File: src/rtl/button_event_conditioner.sv
// -----------------------------------------------------------------------------
// button_event_conditioner
//
// Purpose:
//   Front-end conditioning for the five launchpad buttons (four pads plus the
//   mode button). Each raw, asynchronous, active-high button is synchronised,
//   debounced and tracked by a small press/release FSM. Each channel emits
//   exactly one single-cycle event pulse per debounced press. Releases and
//   bounce never produce a pulse.
//
// Ports:
//   clk       in   1  system clock, rising edge
//   rst       in   1  asynchronous, active-low reset
//   btn_raw   in   5  raw buttons; [0..3] = pads 1..4, [4] = mode
//   en        in   1  1 = pulses enabled; 0 = FSMs keep tracking, events held 0
//   event_1   out  1  registered 1-cycle pulse, debounced press of btn_raw[0]
//   event_2   out  1  same for btn_raw[1]
//   event_3   out  1  same for btn_raw[2]
//   event_4   out  1  same for btn_raw[3]
//   event_10  out  1  same for btn_raw[4]
//   btn_held  out  5  registered debounced level per channel
//
// Parameters:
//   DEBOUNCE_CYCLES  consecutive stable synced cycles needed to accept an edge (>= 2)
//   CNT_W            debounce counter width, must hold DEBOUNCE_CYCLES
// -----------------------------------------------------------------------------

// -----------------------------------------------------------------------------
// button_event_channel
//
// Purpose:
//   One conditioning channel: 2-FF synchroniser, debounce counter and
//   press/release FSM with registered event pulse and held level.
//
// Ports:
//   clk      in   1  system clock
//   rst      in   1  asynchronous, active-low reset
//   i_raw    in   1  raw asynchronous button level
//   i_en     in   1  event enable, sampled only when a press is accepted
//   o_event  out  1  registered single-cycle press event
//   o_held   out  1  registered debounced level (HELD or REL_CHK)
// -----------------------------------------------------------------------------
module button_event_channel #(
  parameter int DEBOUNCE_CYCLES = 16,
  parameter int CNT_W           = 5
) (
  input  logic clk,
  input  logic rst,
  input  logic i_raw,
  input  logic i_en,
  output logic o_event,
  output logic o_held
);

  typedef enum logic [1:0] {
    ST_IDLE      = 2'd0,
    ST_PRESS_CHK = 2'd1,
    ST_HELD      = 2'd2,
    ST_REL_CHK   = 2'd3
  } state_t;

  localparam logic [CNT_W-1:0] LP_CNT_MAX = CNT_W'(DEBOUNCE_CYCLES);
  localparam logic [CNT_W-1:0] LP_CNT_ONE = CNT_W'(1);

  // Synchroniser
  logic r_sync_1;
  logic r_sync_2;
  logic w_s;

  // FSM and counter
  state_t           r_state;
  state_t           w_state_next;
  logic [CNT_W-1:0] r_cnt;
  logic [CNT_W-1:0] w_cnt_next;

  // Output path
  logic w_accept;
  logic w_event_next;
  logic w_held_next;
  logic r_event;
  logic r_held;

  // Two-flop synchroniser; only r_sync_2 is used by downstream logic.
  always_ff @(posedge clk or negedge rst) begin
    if (!rst) begin
      r_sync_1 <= 1'b0;
      r_sync_2 <= 1'b0;
    end else begin
      r_sync_1 <= i_raw;
      r_sync_2 <= r_sync_1;
    end
  end

  assign w_s = r_sync_2;

  // State register (the debounce counter travels with the state).
  always_ff @(posedge clk or negedge rst) begin
    if (!rst) begin
      r_state <= ST_IDLE;
      r_cnt   <= '0;
    end else begin
      r_state <= w_state_next;
      r_cnt   <= w_cnt_next;
    end
  end

  // Next-state logic. The counter counts consecutive cycles of the candidate
  // level including the cycle that entered the check state, so the check
  // completes once it has reached DEBOUNCE_CYCLES and then seen one more
  // stable cycle. The >= comparison keeps the counter from ever wrapping.
  always_comb begin
    w_state_next = r_state;
    w_cnt_next   = r_cnt;
    case (r_state)
      ST_IDLE: begin
        if (w_s) begin
          w_state_next = ST_PRESS_CHK;
          w_cnt_next   = LP_CNT_ONE;
        end else begin
          w_cnt_next   = '0;
        end
      end
      ST_PRESS_CHK: begin
        if (!w_s) begin
          w_state_next = ST_IDLE;
          w_cnt_next   = '0;
        end else if (r_cnt < LP_CNT_MAX) begin
          w_cnt_next   = r_cnt + LP_CNT_ONE;
        end else begin
          w_state_next = ST_HELD;
          w_cnt_next   = '0;
        end
      end
      ST_HELD: begin
        if (!w_s) begin
          w_state_next = ST_REL_CHK;
          w_cnt_next   = LP_CNT_ONE;
        end
      end
      ST_REL_CHK: begin
        if (w_s) begin
          w_state_next = ST_HELD;
          w_cnt_next   = '0;
        end else if (r_cnt < LP_CNT_MAX) begin
          w_cnt_next   = r_cnt + LP_CNT_ONE;
        end else begin
          w_state_next = ST_IDLE;
          w_cnt_next   = '0;
        end
      end
      default: begin
        w_state_next = ST_IDLE;
        w_cnt_next   = '0;
      end
    endcase
  end

  // Output logic. The pulse is generated only on the PRESS_CHK->HELD
  // transition, so a press accepted while disabled is consumed and never
  // replayed when the enable later rises. The held level is taken from the
  // next state so it rises on the same edge as the pulse.
  always_comb begin
    w_accept     = (r_state == ST_PRESS_CHK) && w_s && (r_cnt >= LP_CNT_MAX);
    w_event_next = w_accept && i_en;
    w_held_next  = (w_state_next == ST_HELD) || (w_state_next == ST_REL_CHK);
  end

  always_ff @(posedge clk or negedge rst) begin
    if (!rst) begin
      r_event <= 1'b0;
      r_held  <= 1'b0;
    end else begin
      r_event <= w_event_next;
      r_held  <= w_held_next;
    end
  end

  assign o_event = r_event;
  assign o_held  = r_held;

endmodule

module button_event_conditioner #(
  parameter int DEBOUNCE_CYCLES = 16,
  parameter int CNT_W           = 5
) (
  input  logic       clk,
  input  logic       rst,
  input  logic [4:0] btn_raw,
  input  logic       en,
  output logic       event_1,
  output logic       event_2,
  output logic       event_3,
  output logic       event_4,
  output logic       event_10,
  output logic [4:0] btn_held
);

  logic [4:0] w_event;
  logic [4:0] w_held;

  // Five identical, fully independent channels; simultaneous presses pulse
  // in the same cycle and are left for downstream logic to combine.
  generate
    for (genvar gi = 0; gi < 5; gi++) begin : g_channel
      button_event_channel #(
        .DEBOUNCE_CYCLES (DEBOUNCE_CYCLES),
        .CNT_W           (CNT_W)
      ) u_channel (
        .clk     (clk),
        .rst     (rst),
        .i_raw   (btn_raw[gi]),
        .i_en    (en),
        .o_event (w_event[gi]),
        .o_held  (w_held[gi])
      );
    end
  endgenerate

  assign event_1  = w_event[0];
  assign event_2  = w_event[1];
  assign event_3  = w_event[2];
  assign event_4  = w_event[3];
  assign event_10 = w_event[4];
  assign btn_held = w_held;

endmodule
File: config.mk
export PLATFORM = sky130hd
export DESIGN_NAME = button_event_conditioner
export DESIGN_NICKNAME = d
export VERILOG_FILES = /design/src/rtl/button_event_conditioner.sv
export SDC_FILE = /design/constraint.sdc
export NUM_CORES = 1
export LEC_CHECK = 0
export CAP_MARGIN = 20
export CORE_UTILIZATION = 45
export CTS_BUF_LIST = sky130_fd_sc_hd__clkbuf_2
export CTS_CLUSTER_SIZE = 30
export DETAILED_ROUTE_END_ITERATION = 12
export PLACE_DENSITY = 0.64
export SYNTH_ARGS = -nofsm -noshare
export SYNTH_HDL_FRONTEND = slang
export SYNTH_SLANG_ARGS = --single-unit
File: constraint.sdc
create_clock -name clk -period 2.6 [get_ports clk]
set_input_delay 0.26 -clock clk [delete_from_list [all_inputs] [get_ports clk]]
set_output_delay 0.26 -clock clk [all_outputs]
set_load 0.02 [all_outputs]
# Word-level counts from Yosys, hierarchy flattened
# Cells that the tools add are included.
word_totals:
  output_inout_bits: 10
  inputBits: 8
  register_bits: 55
  elab_cells: 165
op_classes:
  n_eq_ne: 30
  n_addsub: 5
  muxes: 65
  reduce_logical: 25
  n_lt_le_gt_ge: 10
op_table:
  columns: ["operator", "count"]
  rows:
  - ["5-bit two-way mux", 20]
  - ["5-bit one-hot mux with 4 select lines", 5]
  - ["2-bit two-way mux", 30]
  - ["2-bit equality test (second input constant)", 20]
  - ["2-bit one-hot mux with 4 select lines", 5]
  - ["5-bit by 1-bit adder with 5-bit output (second input constant)", 5]
  - ["5-bit >= comparator (second input constant)", 5]
  - ["5-bit less-than comparator (second input constant)", 5]
  - ["1-bit logical AND", 15]
  - ["2-bit by 1-bit equality test with 1-bit output (second input constant)", 5]
  - ["2-bit zero test", 5]
  - ["2-bit inequality test (second input constant)", 5]
  - ["1-bit logical OR", 5]
  - ["1-bit two-way mux", 5]

# Longest topological paths before layout
# Gate-level depths: netlist of the first run.
depth:
  word_depth: 6
  mapped_depth: 4
  mapped_depth_nobuf: 4

# Cells and area by module
# Synthesis of the first run repeated with hierarchy kept, for this count alone.
hier_totals:
  cells_unflattened: 220
  area_unflattened_um2: 2433.6
modules_own_cells:
  columns: ["mod", "seq_area_each_um2", "n_inst", "area_per_inst_um2", "cells_each"]
  rows:
  - ["button_event_channel", 250.2, 5, 486.7, 44]

# Least setup slack after synthesis of the first run
# OpenSTA, ideal clock, no wires.
synth_timing:
  path_type: "flip-flop to flip-flop"
  startpoint: "register g_channel[3].u_channel.r_cnt[0]"
  endpoint: "register g_channel[3].u_channel.r_cnt[4]"
  t_arrival_ps: 1060
  setup_time_ps: 67
  stages_incl_launch_ff: 5
  required_ps: 2533
  setup_slack_ps: 1473
  period_less_slack_ps: 1127
  path_buffers: 0
  cell_sequence: "dfrtp_1 > ha_1 > nand3_1 > a2111oi_2 > a41o_1"
synth_via:
  elab_chain_cells: 4
  word_cells_on_any_way: 6
  cone_classes: "1 x add/sub; 1 x order compare; 4 x mux"
synth_lines:
  columns: ["item", "line_no", "text"]
  rows:
  - ["start, declared", "73", "logic [CNT_W-1:0] r_cnt;"]
  - ["start signal, assigned", "103", "r_cnt <= w_cnt_next;"]
  - ["5-bit by 1-bit adder with 5-bit output / 5-bit less-than comparator (equally long branches)", null, null]
  - ["5-bit two-way mux (*)", "127, 144", null]
  - ["5-bit two-way mux (on tied branches)", "141, 124", null]
  - ["5-bit one-hot mux with 4 select lines (*)", "114", "case (r_state)"]
# Mark *: on every way between the ends. The rest lies on a longest branch, timed or not.
# A chain may end at the register's enable or synchronous reset.

# Final worst setup path of the first run
layout_timing:
  startpoint: "register g_channel[1].u_channel.r_event"
  endpoint: "output event_2"
layout_rtl:
  columns: ["item", "line_no", "text"]
  rows:
  - ["start, declared", "80", "logic r_event;"]
  - ["start signal, assigned", "173", "r_event <= w_event_next;"]
  - ["end, declared", "192", "output logic event_2,"]
# No word-level cell between the ends.

==> impl_metrics.csv, run 1 <==
group,metric,value,unit
status,status,"finished clean",
floorplan,die_height,73.9,µm
route,drtIter0Drc,70,
setup_path,reg2reg_to,"g_channel[3].u_channel.r_cnt[4]",
pwr,intPower,969,µW
synthesis,synthFlopType,"dfrtp_1",
setup_path,max_stage_delay,0.60,ns
setup_path,crit_path_start_kind,"register",
timing,tns,0,ns
pwr,switching_power,308,µW
global_routing,grt-ovfl-total,0,
route,first_pass_iters,5,
timing,setup_viol,0,
pwr,total_power,1.28,mW
synthesis,synth_area,0.00233,mm²
cts,cts.sinks,55,
pwr,seq_power_share,70.8,%
synthesis,synthCells,189,
cts,htree_levels,2,
floorplan,design.die.area,0.00547,mm²
route,vias,1435,
setup_path,r2r_setup_slack,1.22,ns
setup_path,crit_family,"buffers and inverters",
setup_path,regToRegStartpoint,"g_channel[3].u_channel.r_sync_2",
pwr,pwr-share-comb,5.7,%
cells_and_area,final_cell_mix,"dfrtp_1, nand2_1, clkdlybuf4s50_1",
setup_path,cp_num_buf_inv,1,
global_routing,grt_max_degree,25,
cts,cts_buffers,5,
timing,drv_slew,0,
cells_and_area,drive_gt1_share,7.25,%
synthesis,ys_warn_count,0,
pwr,leakage,1.22,nW
floorplan,core-area,0.00485,mm²
synthesis,synth_area_per_cell,12.3,µm²
pwr,ir_drop,0.272,mV
cts,path_clk_slew,0.25,ns
synthesis,synth.net_count,202,
synthesis,async_reset_ff_share,100,%
route,wirelength,3680,µm
flow_run,drv_cap,0,
setup_path,crit_end,"event_2",
setup_path,cp_max_fo,1,
timing,tightest_slew,0.374,ns
worst_hold_path,hp-class,"in2async",
setup_path,required,2.34,ns
cts,cts-root-buf,"clkbuf_2",
floorplan,initial_core_util,48.0,%
synthesis,ys_ff_latch,55,
timing,fin_crit,1.69,ns
pwr,pwr-share-clk,23.5,%
cells_and_area,antenna_cells,0,
placed_design,place.detailed.hpwl,2620,µm
floorplan,io_pins,18,
route,wl_met2,1690,µm
route,ant_nets,0,
timing,min_period_over_period,65.2,%
global_routing,antenna_found_initial,0,
synthesis,yosysSeqAreaShare,59.1,%
setup_path,crit_start,"g_channel[1].u_channel.o_event",
route,drt-met1-wl,1790,µm
setup_path,reg2reg_depth,3,
cells_and_area,final_common_cell,"dfrtp_1",
setup_path,cp_slowest_cell,"clkdlybuf4s50_1",
route,via_per_inst,5.24,
setup_path,endpoint_kind,"primary output",
cts,clk_path_buf_depth,2,
global_routing,grt_first_pass_wirelength,6560,µm
route,wl_per_cell,13.4,µm
pwr,cellPowerDensity,495,mW/mm²
placed_design,gp_congestion,0.809,
cells_and_area,fin_nets,220,
pwr,switching_share,24.1,%
global_routing,grt_pass1_vias,1413,
timing,rsz0062_at_grt,"false",
floorplan,fp.dieW,73.9,µm
setup_path,path_cells,"clkdlybuf4s50_1",
route,remaining_drc_errors,0,
global_routing,grt_usage,16.4,%
cts,insertion_delay,0.43,ns
route,dr_wl_met3,137,µm
floorplan,num_rows,25,
setup_path,cp.depth,1,
timing,relSlewSlack,75.1,%
timing,fmax,0.590,GHz
placed_design,port_buffers,17,
setup_path,crit_type,"reg2out",
timing,fin_skew,0.0142,ns
setup_path,cp.arrival,1.43,ns
synthesis,synth_edf_count,0,
route,top_layer,"met4",
synthesis,ys_types,30,
timing,hold_viol_final,0,
cts,tritoncts,"done",
cells_and_area,area_growth_syn_to_layout,10.6,%
registers in the layout, indices dropped and copies added, names as in the netlist:
name                          flops
g_channel.u_channel.o_event       5
g_channel.u_channel.r_cnt        25
g_channel.u_channel.o_held        5
g_channel.u_channel.r_sync_2      5
g_channel.u_channel.r_state      10
g_channel.u_channel.r_sync_1      5
logic make-up (layout without fill, tap and decap cells):
family                     Yosys count  in the layout  synth area share, %
AOI/OAI and AO/OA                   38             38                 12.1
and+or+nand+nor                     55             55                 12.7
DFF                                 55             55                 59.1
xor gates and xnor gates            15             15                 5.64
muxes                               10             10                 4.84
buffers and inverters               11             29                 2.90
adders and majority gates            5              5                 2.69
synth_stat cells, types with 2 or more instances:
cell / instances / area share, %
dfrtp_1: 55 / 59
nand2_1: 16 / 2.6
a22o_1: 15 / 5.6
nor2_1: 11 / 1.8
mux2_1: 10 / 4.8
xnor2_1: 10 / 3.8
o21ai_0: 9 / 1.9
a21oi_1: 6 / 1.3
buf_4: 6 / 1.9
nand3_1: 6 / 1.3
nor3_1: 6 / 1.3
ha_1: 5 / 2.7
xor2_1: 5 / 1.9
and3_1: 4 / 1.1
buf_2: 3 / 0.64
nor3b_2: 3 / 1.6
a32o_1: 2 / 0.86
a41o_1: 2 / 0.86
inv_1: 2 / 0.32
nand2b_1: 2 / 0.54
nand3b_1: 2 / 0.64
how the worst min path moves through the flow:
stage	cells after the start	slack (ns)	end
floorplan	0	-0.04	g_channel[0].u_channel.o_event
global placement	1	0.18	g_channel[3].u_channel.r_sync_1
detailed placement	1	0.18	g_channel[3].u_channel.r_sync_1
CTS	1	0.19	g_channel[0].u_channel.r_sync_1
global route	1	0.17	g_channel[0].u_channel.r_sync_1
finish	2	0.22	g_channel[1].u_channel.r_cnt[0]
power by group through the flow:
stage                     Clock, mW  Combinational [mW]  Sequential, mW
after detailed placement          0              0.0738           0.918
final                         0.300              0.0731           0.904
after floorplan                   0              0.0411           0.909
after global routing          0.350              0.0854           0.909
after global placement            0              0.0700           0.917
after CTS                     0.322              0.0750           0.904
worst reg2reg max path, cell delays in order, from the launching register on:
cell       delay, ns
dfrtp_1         0.57
nand2b_1        0.24
a2111oi_2       0.40
a41o_1          0.14
cell type report:
type                       instances  area, µm²
clock buffer                       5       25.0
clock inverter                     2       8.76
fill                             409       2270
inverter                           2       7.51
multi-input combinational        123        885
sequential                        55       1380
tap                               67       83.8
timing repair buffer              20        190
per-layer routing:
metal,global-route usage (%),vias up
met4,7.05,0
met5,0,-
met3,4.47,6
met2,24.8,26
li1,-,701
met1,22.3,702
per-stage QoR:
stage | worst slack, ns | instances | utilization [%] | hold slack, ns | instance area [µm²]
floorplan | 1.47 | 189 | - | -0.0356 | 2330
global placement | 1.37 | 266 | 52.2 | 0.179 | 2530
detailed placement | 1.27 | 266 | 52.2 | 0.185 | 2530
CTS | 0.872 | 274 | 53.1 | 0.194 | 2580
global route | 0.827 | 274 | 53.1 | 0.168 | 2580
finish | 0.906 | 274 | 53.1 | 0.217 | 2580
timing repair:
| action | in CTS | in global routing |
|---|---|---|
| hold buffers | 1 | 0 |
| endpoints found under the hold margin | 14 | 0 |
| buffers inserted | 0 | 0 |
| resized for setup | 0 | 0 |
No activity file was read; power rests on OpenSTA's default activity.
==> run 2: changes to the inputs <==
--- a/config.mk
+++ b/config.mk
@@ -10,7 +10,7 @@
 export CTS_BUF_LIST = sky130_fd_sc_hd__clkbuf_2
 export CTS_CLUSTER_SIZE = 30
 export DETAILED_ROUTE_END_ITERATION = 12
-export PLACE_DENSITY = 0.64
+export PLACE_DENSITY = 0.67
 export SYNTH_ARGS = -nofsm -noshare
 export SYNTH_HDL_FRONTEND = slang
 export SYNTH_SLANG_ARGS = --single-unit
==> constraint.sdc (replaced) <==
create_clock -name clk -period 1.55 [get_ports clk]
set_input_delay 0.155 -clock clk [delete_from_list [all_inputs] [get_ports clk]]
set_output_delay 0.155 -clock clk [all_outputs]
set_load 0.02 [all_outputs]
==> run 2 against run 1 <==
Clock power rose by 84%. Die area did not move. Utilization fell by 0.077 points. Sequential cell count did not move. Combinational power rose by 72%. Non-clock buffer count did not move. Via count rose by 2.8%. Total power rose by 72%. Register-to-register slack got worse by 1.0 ns. Sequential power rose by 68%. Sequential share of layout area rose by 0.078 points. Largest cell class unchanged. Largest power group unchanged.
==> impl_metrics.csv, run 2 (synthesis gave the netlist of run 1 again) <==
group,metric,value,unit
timing,whs,0.0984,ns
worst_hold_path,hp-class,"in2reg",
timing,min_period_over_period,87.0,%
route,drtIter0Drc,78,
setup_path,crit_family,"flip-flops",
floorplan,die_height,73.9,µm
cells_and_area,area_growth_syn_to_layout,10.5,%
route,ant_nets,0,
route,remaining_drc_errors,0,
global_routing,grt_max_degree,24,
cells_and_area,final_common_cell,"dfrtp_1",
timing,drv_slew,0,
setup_path,path_cells,"dlygate4sd2_1",
cts,clk_path_buf_depth,2,
cells_and_area,largest_register,"g_channel.u_channel.r_cnt",
status,status,"finished clean",
route,vias,1475,
timing,fin_skew,0.0292,ns
timing,fmax,0.741,GHz
setup_path,crit_type,"reg2out",
placed_design,gp_congestion,0.810,
cells_and_area,largest_reg_flops,25,
route,wirelength,4010,µm
floorplan,design.die.area,0.00547,mm²
cells_and_area,final_cell_area,0.00257,mm²
floorplan,io_pins,18,
cts,cts-root-buf,"clkbuf_2",
timing,fin_crit,1.35,ns
timing,setup_ws,0.201,ns
route,via_per_inst,5.36,
pwr,leakage,1.27,nW
worst_hold_path,min-delay-start,"btn_raw[3]",
setup_path,crit_path_start_kind,"register",
cts,cts.sinks,55,
timing,relSlewSlack,69.6,%
cells_and_area,antenna_cells,0,
floorplan,core-area,0.00485,mm²
pwr,cellPowerDensity,853,mW/mm²
floorplan,fp.dieW,73.9,µm
timing,tightest_slew,0.456,ns
setup_path,crit_start,"g_channel[3].u_channel.o_event",
route,first_pass_iters,4,
setup_path,regToRegStartpoint,"g_channel[3].u_channel.r_sync_2",
cells_and_area,fin_nets,220,
floorplan,initial_core_util,48.0,%
placed_design,dp_slack,0.271,ns
route,wl_per_cell,14.6,µm
cells_and_area,final_cells,275,
global_routing,antenna_found_initial,0,
cells_and_area,final_cell_mix,"dfrtp_1, nand2_1, a22o_1",
setup_path,cp_slowest_cell,"dfrtp_1",
cts,path_clk_slew,0.28,ns
flow_run,drv_cap,0,
timing,hold_viol_final,0,
timing,rsz0062_at_grt,"false",
floorplan,num_rows,25,
cts,cts_buffers,5,
setup_path,required,1.39,ns
cts,insertion_delay,0.45,ns
cts,htree_levels,2,
placed_design,place.detailed.hpwl,2940,µm
timing,setup_viol,0,
setup_path,cp.arrival,1.19,ns
placed_design,port_buffers,17,
cts,tritoncts,"done",
cells_and_area,reg.largest.list,"g_channel.u_channel.r_cnt (25), g_channel.u_channel.r_state (10)",
setup_path,cp_max_fo,1,
timing,tns,0,ns
setup_path,endpoint_kind,"primary output",
global_routing,grt_usage,16.7,%
cells_and_area,fin_util,53.1,%
pwr,ir_drop,0.465,mV
placed_design,dpl-instance-area,0.00253,mm²
pwr,total_power,2.19,mW
global_routing,grt-ovfl-total,0,
setup_path,cp_num_buf_inv,1,
cells_and_area,drive_gt1_share,8.17,%
global_routing,grt_first_pass_wirelength,6740,µm
setup_path,max_stage_delay,0.43,ns
global_routing,grt_pass1_vias,1498,
placed_design,placed_cells,266,
==> run 2: final timing paths <==
path                                                   end  slack (ns)  cells after the start
setup / recovery                                   event_4        0.20                      1
hold / removal             g_channel[3].u_channel.r_sync_1         0.1                      1
setup reg to reg           g_channel[3].u_channel.r_cnt[4]        0.22                      3
hold reg to reg            g_channel[4].u_channel.r_sync_2        0.38                      0
max in group asynchronous  g_channel[2].u_channel.r_cnt[1]        0.71                      3
min in group asynchronous  g_channel[1].u_channel.r_cnt[4]        0.14                      2
==> run 2: power by group <==
group	internal (mW)	switching (mW)	leakage, nW	total [mW]
sequential	1.47	0.0418	0.722	1.52
clock	0.115	0.437	0.0290	0.552
combinational	0.0554	0.0707	0.516	0.126
==> run 2: metal layers <==
metal / part of all wire, % / vias to the layer above / GRT usage, %
met1: 44 / 741 / 19.5
met4: 1.2 / 0 / 6.41
li1: - / 705 / -
met2: 51 / 24 / 29.0
met5: 0 / - / 0
met3: 3.4 / 5 / 5.01
==> run 2: final cells by class <==
| class | instances | area [µm²] |
|---|---|---|
| multi-input cells | 123 | 885 |
| fillers | 425 | 2280 |
| clock inverters | 2 | 12.5 |
| well taps | 67 | 83.8 |
| clock buffers | 6 | 30.0 |
| inverters | 2 | 7.51 |
| repair buffers | 20 | 178 |
| flip-flops and latches | 55 | 1380 |
==> run 2: timing repair <==
item                                    CTS  global route
hold buffers                              1             0
gates resized for setup                  10             0
endpoints found under the hold margin    32             0
buffers inserted                          0             0
endpoints found under the setup margin   10             0
==> run 3: changes to the inputs <==
--- a/config.mk
+++ b/config.mk
@@ -11,6 +11,7 @@
 export CTS_CLUSTER_SIZE = 30
 export DETAILED_ROUTE_END_ITERATION = 12
 export PLACE_DENSITY = 0.67
+export SLEW_MARGIN = 20
 export SYNTH_ARGS = -nofsm -noshare
 export SYNTH_HDL_FRONTEND = slang
 export SYNTH_SLANG_ARGS = --single-unit
==> results of run 3 <==
No change in the layout: final DEF, timing and power equal those of run 2.
